$ cat src/rtl/medidor_frequencia.sv
// Frequency/period meter: counts rising edges of sinal_in per gate window and
// measures the clk_alta_f period between consecutive rising edges.
module medidor_frequencia #(
  parameter int GATE_CYCLES = 50000000,
  parameter int CNT_W       = 27
) (
  input  logic             clk_alta_f,
  input  logic             rst_n,
  input  logic             habilita,
  input  logic             sinal_in,
  output logic [CNT_W-1:0] freq,
  output logic             freq_valid,
  output logic [CNT_W-1:0] periodo,
  output logic             periodo_valid,
  output logic             ovf
);

  localparam logic [CNT_W-1:0] CNT_MAX   = '1;
  localparam logic [CNT_W-1:0] GATE_LAST = CNT_W'(GATE_CYCLES - 1);
  localparam logic [CNT_W-1:0] CNT_ONE   = CNT_W'(1);

  typedef enum logic {
    IDLE,
    CONTA
  } estado_t;

  estado_t          estado;
  logic             s1, s2, s3;
  logic             sobe;
  logic [CNT_W-1:0] gate_cnt;
  logic [CNT_W-1:0] edge_cnt;
  logic [CNT_W-1:0] per_cnt;
  logic             tem_anterior;

  logic [CNT_W-1:0] edge_soma;
  logic             edge_hit;
  logic [CNT_W-1:0] per_prox;
  logic             per_hit;

  // Saturating next values; a counter reaching all-ones raises the sticky ovf.
  always_comb begin
    sobe      = s2 & ~s3;
    edge_soma = edge_cnt;
    per_prox  = per_cnt;
    if (sobe && (edge_cnt != CNT_MAX)) begin
      edge_soma = edge_cnt + CNT_ONE;
    end
    if (per_cnt != CNT_MAX) begin
      per_prox = per_cnt + CNT_ONE;
    end
    edge_hit = sobe && (edge_soma == CNT_MAX);
    per_hit  = (per_prox == CNT_MAX);
  end

  always_ff @(posedge clk_alta_f or negedge rst_n) begin
    if (!rst_n) begin
      estado        <= IDLE;
      s1            <= 1'b0;
      s2            <= 1'b0;
      s3            <= 1'b0;
      gate_cnt      <= '0;
      edge_cnt      <= '0;
      per_cnt       <= '0;
      tem_anterior  <= 1'b0;
      freq          <= '0;
      freq_valid    <= 1'b0;
      periodo       <= '0;
      periodo_valid <= 1'b0;
      ovf           <= 1'b0;
    end else begin
      s1            <= sinal_in;
      s2            <= s1;
      s3            <= s2;
      freq_valid    <= 1'b0;
      periodo_valid <= 1'b0;

      case (estado)
        IDLE: begin
          gate_cnt     <= '0;
          edge_cnt     <= '0;
          per_cnt      <= '0;
          tem_anterior <= 1'b0;
          if (habilita) begin
            estado <= CONTA;
            ovf    <= 1'b0;
          end
        end

        CONTA: begin
          // Dropping habilita discards the partial window without publishing.
          if (!habilita) begin
            estado       <= IDLE;
            gate_cnt     <= '0;
            edge_cnt     <= '0;
            per_cnt      <= '0;
            tem_anterior <= 1'b0;
          end else begin
            if (edge_hit) begin
              ovf <= 1'b1;
            end
            if (gate_cnt == GATE_LAST) begin
              freq       <= edge_soma;
              freq_valid <= 1'b1;
              gate_cnt   <= '0;
              edge_cnt   <= '0;
            end else begin
              gate_cnt <= gate_cnt + CNT_ONE;
              edge_cnt <= edge_soma;
            end

            // The first edge after enabling only arms the period measurement.
            if (sobe) begin
              tem_anterior <= 1'b1;
              per_cnt      <= CNT_ONE;
              if (tem_anterior) begin
                periodo       <= per_cnt;
                periodo_valid <= 1'b1;
              end
            end else if (tem_anterior) begin
              per_cnt <= per_prox;
              if (per_hit) begin
                ovf <= 1'b1;
              end
            end
          end
        end

        default: estado <= IDLE;
      endcase
    end
  end

endmodule

$ cat config.mk
export PLATFORM = sky130hd
export DESIGN_NAME = medidor_frequencia
export DESIGN_NICKNAME = d
export VERILOG_FILES = /design/src/rtl/medidor_frequencia.sv
export SDC_FILE = /design/constraint.sdc
export NUM_CORES = 1
export LEC_CHECK = 0
export BUFFER_PORTS_ARGS = -buffer_cell sky130_fd_sc_hd__buf_2
export CAP_MARGIN = 30
export CORE_ASPECT_RATIO = 1.2
export CORE_MARGIN = 8
export CORE_UTILIZATION = 40
export CTS_BUF_LIST = sky130_fd_sc_hd__clkbuf_16
export CTS_CLUSTER_SIZE = 30
export DETAILED_ROUTE_END_ITERATION = 8
export MAX_ROUTING_LAYER = met4
export PLACE_DENSITY = 0.55
export SETUP_SLACK_MARGIN = 0.1
export SLEW_MARGIN = 20
export SYNTH_ARGS = -nofsm -noshare
export SYNTH_HDL_FRONTEND = slang
export SYNTH_SLANG_ARGS = --single-unit
export TNS_END_PERCENT = 100
$ cat constraint.sdc
create_clock -name clk_alta_f -period 8.26 [get_ports clk_alta_f]
set_input_delay 1.652 -clock clk_alta_f [delete_from_list [all_inputs] [get_ports clk_alta_f]]
set_output_delay 1.652 -clock clk_alta_f [all_outputs]
set_load 0.005 [all_outputs]
==> impl_metrics.py, run 1 <==
metrics = {
    "route": {
        "drc": 0,
        "routedWlPerCell_um": 16.1,
        "drt.antenna.violating_nets": 0,
        "wl_um": 16400,
        "viasPerCell": 5.37,
        "dr.first_iter.drc_count": 528,
        "vias": 5483,
        "first_pass_iters": 5,
    },
    "pwr": {
        "ir_drop_v": 0.000116,
        "power_leakage_nw": 3.57,
        "power.density_nw_per_um2": 196,
        "finalPower_mw": 1.56,
    },
    "die": {
        "start_util_pct": 40.7,
        "rows": 52,
        "fp.coreArea_um2": 16900,
        "fp.dieH_um": 159,
        "ios": 61,
        "die_x_um": 136,
        "fp.dieArea_um2": 21600,
    },
    "synth": {
        "yosys_warnings": 0,
        "async_flop_share_pct": 100,
        "synthTopCellsByArea": "dfrtp_1 (52%), nand2_1 (8.1%), nor2_1 (5.8%)",
        "syn_area_um2": 6860,
        "synth_seq_cells": 143,
        "ys_types": 48,
        "synth_top_area_cell": "dfrtp_1",
        "ys.flop_type": "dfrtp_1",
        "synth_top_area_share_pct": 52.2,
        "syn_inst": 750,
        "synth-edff-count": 0,
        "post_synth.cell_area_avg_um2": 9.14,
        "yosysSeqAreaShare_pct": 52.2,
        "synth_nets": 757,
    },
    "placement": {
        "placed_cells": 989,
        "dp_slack_ns": 4.89,
        "dp_hpwl_um": 11400,
        "dpl_cell_area_um2": 7310,
        "portBuffers": 60,
        "gp_congestion": 0.932,
    },
    "global_route": {
        "antenna_found_initial": 0,
        "grt_pass1_wl_um": 27500,
        "grt_pass1_vias": 5407,
        "grt_util_all_layers_pct": 16.2,
        "grt_max_degree": 98,
        "overflow": 0,
    },
    "timing": {
        "clock_skew_ns": 0.00790,
        "tns_ns": 0,
        "fin_crit_sh_pct": 39.9,
        "finalMaxSlewViolations": 0,
        "period_needed_ns": 3.29,
        "fmax_mhz": 304,
        "maxSlewHeadroom_pct": 41.1,
        "setup_ws_ns": 4.97,
        "tightest_slew_ns": 0.877,
        "holdWs_ns": 0.349,
        "final-hold-violation-count": 0,
        "setup_viol_count_final": 0,
        "rsz0062_at_grt": "no",
    },
    "finish": {
        "fillCellCount": 1600,
        "design_area_um2": 7960,
        "final_cell_mix": "nand2_1 (148), dfrtp_1 (143), nor2_1 (106), buf_2 (59), xor2_1 (44)",
        "diodes": 0,
        "layout_commonest_cell": "nand2_1",
        "drive_gt1_share_pct": 12.3,
        "syn2layout_area_growth_pct": 16.0,
        "post-route-util_pct": 47.2,
        "register_area_um2": 3580,
        "finalNetCount": 800,
        "multiInputGateArea_um2": 3070,
        "final_cells": 1021,
    },
    "clock_tree": {
        "cts_setup_buffers": 0,
        "ctsHoldBuffers": 0,
        "numCtsBuffers": 17,
        "insertion_delay_ns": 0.42,
        "cts_tree": "built",
        "cts.root.buffer_cell": "clkbuf_16",
        "clkSinkCount": 143,
        "cts.htree.levels": 4,
        "ctsResizeCount": 0,
        "clk_path_buf_depth": 2,
        "clk_pin_slew_ns": 0.06,
    },
    "critical_path": {
        "start_kind": "flip-flop",
        "rr_worst_depth": 9,
        "worstPathArrival_ns": 3.64,
        "cp-end-kind": "flip-flop",
        "critPathRequiredTime_ns": 8.61,
        "ff2ff_setup_slack_ns": 4.97,
        "crit_path_max_fanout": 8,
        "critPathKind": "reg2reg",
    },
    "hold_path": {
        "hold_path_depth": 0,
        "worstHoldPathType": "reg2reg",
    },
    "outcome": {
        "status": "finished, final reports clean",
    },
    "run": {
        "maxCapViolations": 0,
    },
}
-- path summary, 6_finish.rpt --
kind / endpoint / start
max: ovf / edge_cnt[0]
min: s2 / s1
max reg2reg: ovf / edge_cnt[0]
min reg2reg: s2 / s1
max in group asynchronous: edge_cnt[15] / rst_n
min in group asynchronous: periodo[7] / rst_n
-- area by class of cell --
type	count	share of cell area [%]
Clock inverter	14	2.50
Clock buffer	17	5.35
Sequential cell	143	45.0
Timing Repair Buffer	66	4.76
Tap cell	216	3.40
Inverter	10	0.472
Multi-Input combinational cell	555	38.6
-- critical path, stage by stage (launching register included) --
cell       delay [ns]
dfrtp_1          0.45
ha_1             0.29
nand3_1          0.21
nor4_2           0.65
a2111oi_0        0.27
xnor2_1          0.23
or4_1            0.57
nor4_1           0.25
nand4_1          0.15
o21ai_1          0.14
-- cell usage after synthesis (5+ instances only) --
| master | n |
|---|---|
| clkbuf_1 | 37 |
| and2_1 | 5 |
| nor3_1 | 8 |
| nor4_1 | 12 |
| inv_1 | 9 |
| nand2_1 | 148 |
| nor2_1 | 106 |
| o21ai_1 | 11 |
| and4_1 | 13 |
| xor2_1 | 44 |
| nand4_1 | 37 |
| dfrtp_1 | 143 |
| nand3_1 | 35 |
| xnor2_1 | 29 |
| and3_1 | 15 |
| a31oi_1 | 5 |
| o21ai_0 | 22 |
| a21oi_1 | 13 |
-- cells by family after synthesis --
family                     after synthesis  share of synthesized area (%)
buffers and inverters                   52                           3.08
adders and majority gates                3                          0.547
and+or+nand+nor                        402                           27.8
muxes                                    4                          0.584
xor gates and xnor gates                73                           9.32
DFF                                    143                           52.2
AOI/OAI and AO/OA                       73                           6.51
-- sequential cells by signal, summed over array words and instances, names as in the netlist --
signal and cells:
periodo_valid 1, s2 1, periodo 27, s3 1
s1 1, freq_valid 1, tem_anterior 1, gate_cnt 27
ovf 1, estado 1, freq 27, per_cnt 27
edge_cnt 27
-- power breakdown --
| group | leakage, nW | internal (mW) | total, mW | switching (mW) |
|---|---|---|---|---|
| combinational | 1.28 | 0.00630 | 0.0327 | 0.0264 |
| clock | 0.302 | 0.528 | 0.818 | 0.289 |
| sequential | 1.99 | 0.703 | 0.707 | 0.00372 |
-- routing by layer --
metal  wire length, µm  global-route usage [%]  part of all wire [%]
met3               794                    3.60                   4.8
met4               325                    6.12                   2.0
met1              7200                    19.3                    44
met5                 0                       -                     0
met2              8110                    26.2                    49
Note: power is estimated with default switching activity, not from simulation.
==> run 2: changes to the inputs <==
Settings changed: PLACE_DENSITY 0.55 to 0.57.
Clock period 8.26 ns to 2.65 ns, I/O delays scaled along.
==> run 2 against run 1 <==
- via count grew 5.9%
- register-to-register slack lost 4.9 ns
- combinational power grew to 3.6 times the previous value
- largest cell class unchanged
- highest routed layer unchanged
- largest power group unchanged
- clock power grew to 3.3 times the previous value
- sequential power grew to 3.1 times the previous value
- critical endpoint unchanged
- worst setup slack lost 4.9 ns
- clock skew is essentially flat
- routed wire length grew 10%
- core utilization grew 5.2 points
- critical path depth grew 1
- cell count grew 8.7%
- die area is the same
==> impl_metrics.py, run 2 (same netlist as run 1, synthesis figures left out) <==
metrics = {
    "outcome": {
        "status": "finished, final reports clean",
    },
    "finish": {
        "drive_gt1_share_pct": 23.2,
        "syn2layout_area_growth_pct": 28.7,
        "final_cell_mix": "nand2_1 (148), dfrtp_1 (143), nor2_1 (106), buf_4 (89), buf_2 (59)",
        "diodes": 0,
        "finalNetCount": 888,
        "post-route-util_pct": 52.4,
        "layout_commonest_cell": "nand2_1",
    },
    "die": {
        "start_util_pct": 40.7,
        "ios": 61,
        "fp.dieArea_um2": 21600,
        "die_x_um": 136,
        "rows": 52,
        "fp.dieH_um": 159,
        "fp.coreArea_um2": 16900,
    },
    "timing": {
        "maxSlewHeadroom_pct": 51.9,
        "final-hold-violation-count": 0,
        "fin_crit_sh_pct": 96.4,
        "clock_skew_ns": 0.00814,
        "setup_viol_count_final": 0,
        "tightest_slew_ns": 0.717,
        "tns_ns": 0,
        "holdWs_ns": 0.0401,
        "finalMaxSlewViolations": 0,
        "rsz0062_at_grt": "yes",
        "fmax_mhz": 392,
        "period_needed_ns": 2.55,
    },
    "critical_path": {
        "slowest_delay_ns": 0.59,
        "critPathRequiredTime_ns": 3.00,
        "reg2reg_from": "edge_cnt[8]",
        "start_kind": "flip-flop",
        "crit_path_max_fanout": 5,
        "worstPathArrival_ns": 2.91,
        "cpLargestDelayFamily": "simple AND/OR/NAND/NOR gates",
        "critPathKind": "reg2reg",
        "crit_start": "edge_cnt[8]",
        "crit_slowest_cell": "or4_1",
        "crit_chain": "nand4_1 > buf_4 > nor4_4 > buf_4 > nand3_1 > mux2i_1 > or4_1 > nor4_2 > nand4_1 > o21ai_1",
        "cp-end-kind": "flip-flop",
        "path_buf_inv": 2,
    },
    "clock_tree": {
        "clkSinkCount": 143,
        "cts_tree": "built",
        "cts.root.buffer_cell": "clkbuf_16",
        "clk_path_buf_depth": 2,
        "cts.htree.levels": 4,
        "ctsHoldBuffers": 0,
        "clk_pin_slew_ns": 0.06,
        "insertion_delay_ns": 0.42,
        "numCtsBuffers": 17,
    },
    "placement": {
        "gp_congestion": 0.893,
        "portBuffers": 60,
        "dp_hpwl_um": 13100,
    },
    "hold_path": {
        "worstHoldPathType": "in2async",
    },
    "pwr": {
        "netSwitchingFraction_pct": 20.7,
        "p_switching_mw": 1.04,
        "finalPower_mw": 5.02,
        "internal-power_mw": 3.98,
        "power.density_nw_per_um2": 569,
        "power_frac_comb_pct": 2.3,
        "power_frac_seq_pct": 43.8,
        "ir_drop_v": 0.000392,
        "p_clk_share_pct": 53.9,
        "power_leakage_nw": 4.07,
    },
    "global_route": {
        "antenna_found_initial": 0,
        "grt_util_all_layers_pct": 18.0,
        "grt_pass1_vias": 6034,
        "overflow": 0,
        "grt_pass1_wl_um": 30500,
        "grt_max_degree": 51,
    },
    "route": {
        "vias": 5805,
        "routedWlPerCell_um": 16.3,
        "dr.first_iter.drc_count": 428,
        "drc": 0,
        "wl_um": 18100,
        "first_pass_iters": 5,
        "viasPerCell": 5.23,
        "drt.antenna.violating_nets": 0,
    },
    "run": {
        "maxCapViolations": 0,
    },
}
==> run 2: cell count changes in the layout (fill, tap and decap cells not counted), moves of 2 or more <==
cell,change
nor4b_1,-2
inv_6,+3
nor4_1,-5
nor4_2,+3
a2111oi_0,-4
buf_6,+3
nor4_4,+2
buf_4,+85
a2111oi_1,+2
nor4b_2,+2
a2111oi_4,+2
buf_12,+2
==> run 2: final timing paths <==
path                               to  slack [ns]  cells past startpoint
max                               ovf         0.1                     10
min                        periodo[8]        0.04                      1
max reg2reg                       ovf         0.1                     10
min reg2reg                        s2        0.41                      0
max in group asynchronous     freq[9]        1.86                      2
min in group clk_alta_f            s1        0.21                      1
==> run 2: area by class of cell <==
| class | instances | area [µm²] |
|---|---|---|
| Fill cell | 1619 | 8020 |
| Sequential cell | 143 | 3580 |
| Multi-Input combinational cell | 555 | 3230 |
| Timing Repair Buffer | 154 | 1050 |
| Clock buffer | 17 | 425 |
| Tap cell | 216 | 270 |
| Clock inverter | 15 | 239 |
| Inverter | 10 | 37.5 |
==> run 2: repair_timing <==
item,in CTS,in global routing
endpoints found under the setup margin,1,31
setup buffers,9,6
gates resized for setup,11,16
pin swaps,15,14
==> run 2: per-layer routing <==
metal | up-vias | track usage [%] | wire, µm
li1 | 2832 | - | -
met1 | 2802 | 20.9 | 7660
met4 | 0 | 7.54 | 401
met3 | 27 | 3.72 | 830
met5 | - | - | 0
met2 | 144 | 29.6 | 9210
==> run 2: metrics by stage <==
step	cells	setup slack [ns]	cell area, µm²
4_1_cts	1106	0.106	8720
3_5_place_dp	1065	-0.0218	7920
5_1_grt	1110	-0.0599	8830
6_report	1110	0.0961	8830
2_1_floorplan	750	0.101	6880
3_3_place_gp	1065	0.0459	7920
==> run 2: worst reg2reg max path, stage by stage (launching register included) <==
cell and delay [ns]:
dfrtp_1 0.41, nand4_1 0.14, buf_4 0.18, nor4_4 0.26, buf_4 0.17, nand3_1 0.09, mux2i_1 0.15, or4_1 0.59
nor4_2 0.21, nand4_1 0.15, o21ai_1 0.14
==> run 2: power by group through the flow <==
stage	logic [mW]	registers [mW]	clock network [mW]
3_3_place_gp	0.119	2.24	0
5_1_grt	0.136	2.20	2.87
4_1_cts	0.124	2.20	2.77
6_report	0.117	2.20	2.70
2_1_floorplan	0.0384	2.24	0
3_5_place_dp	0.122	2.24	0
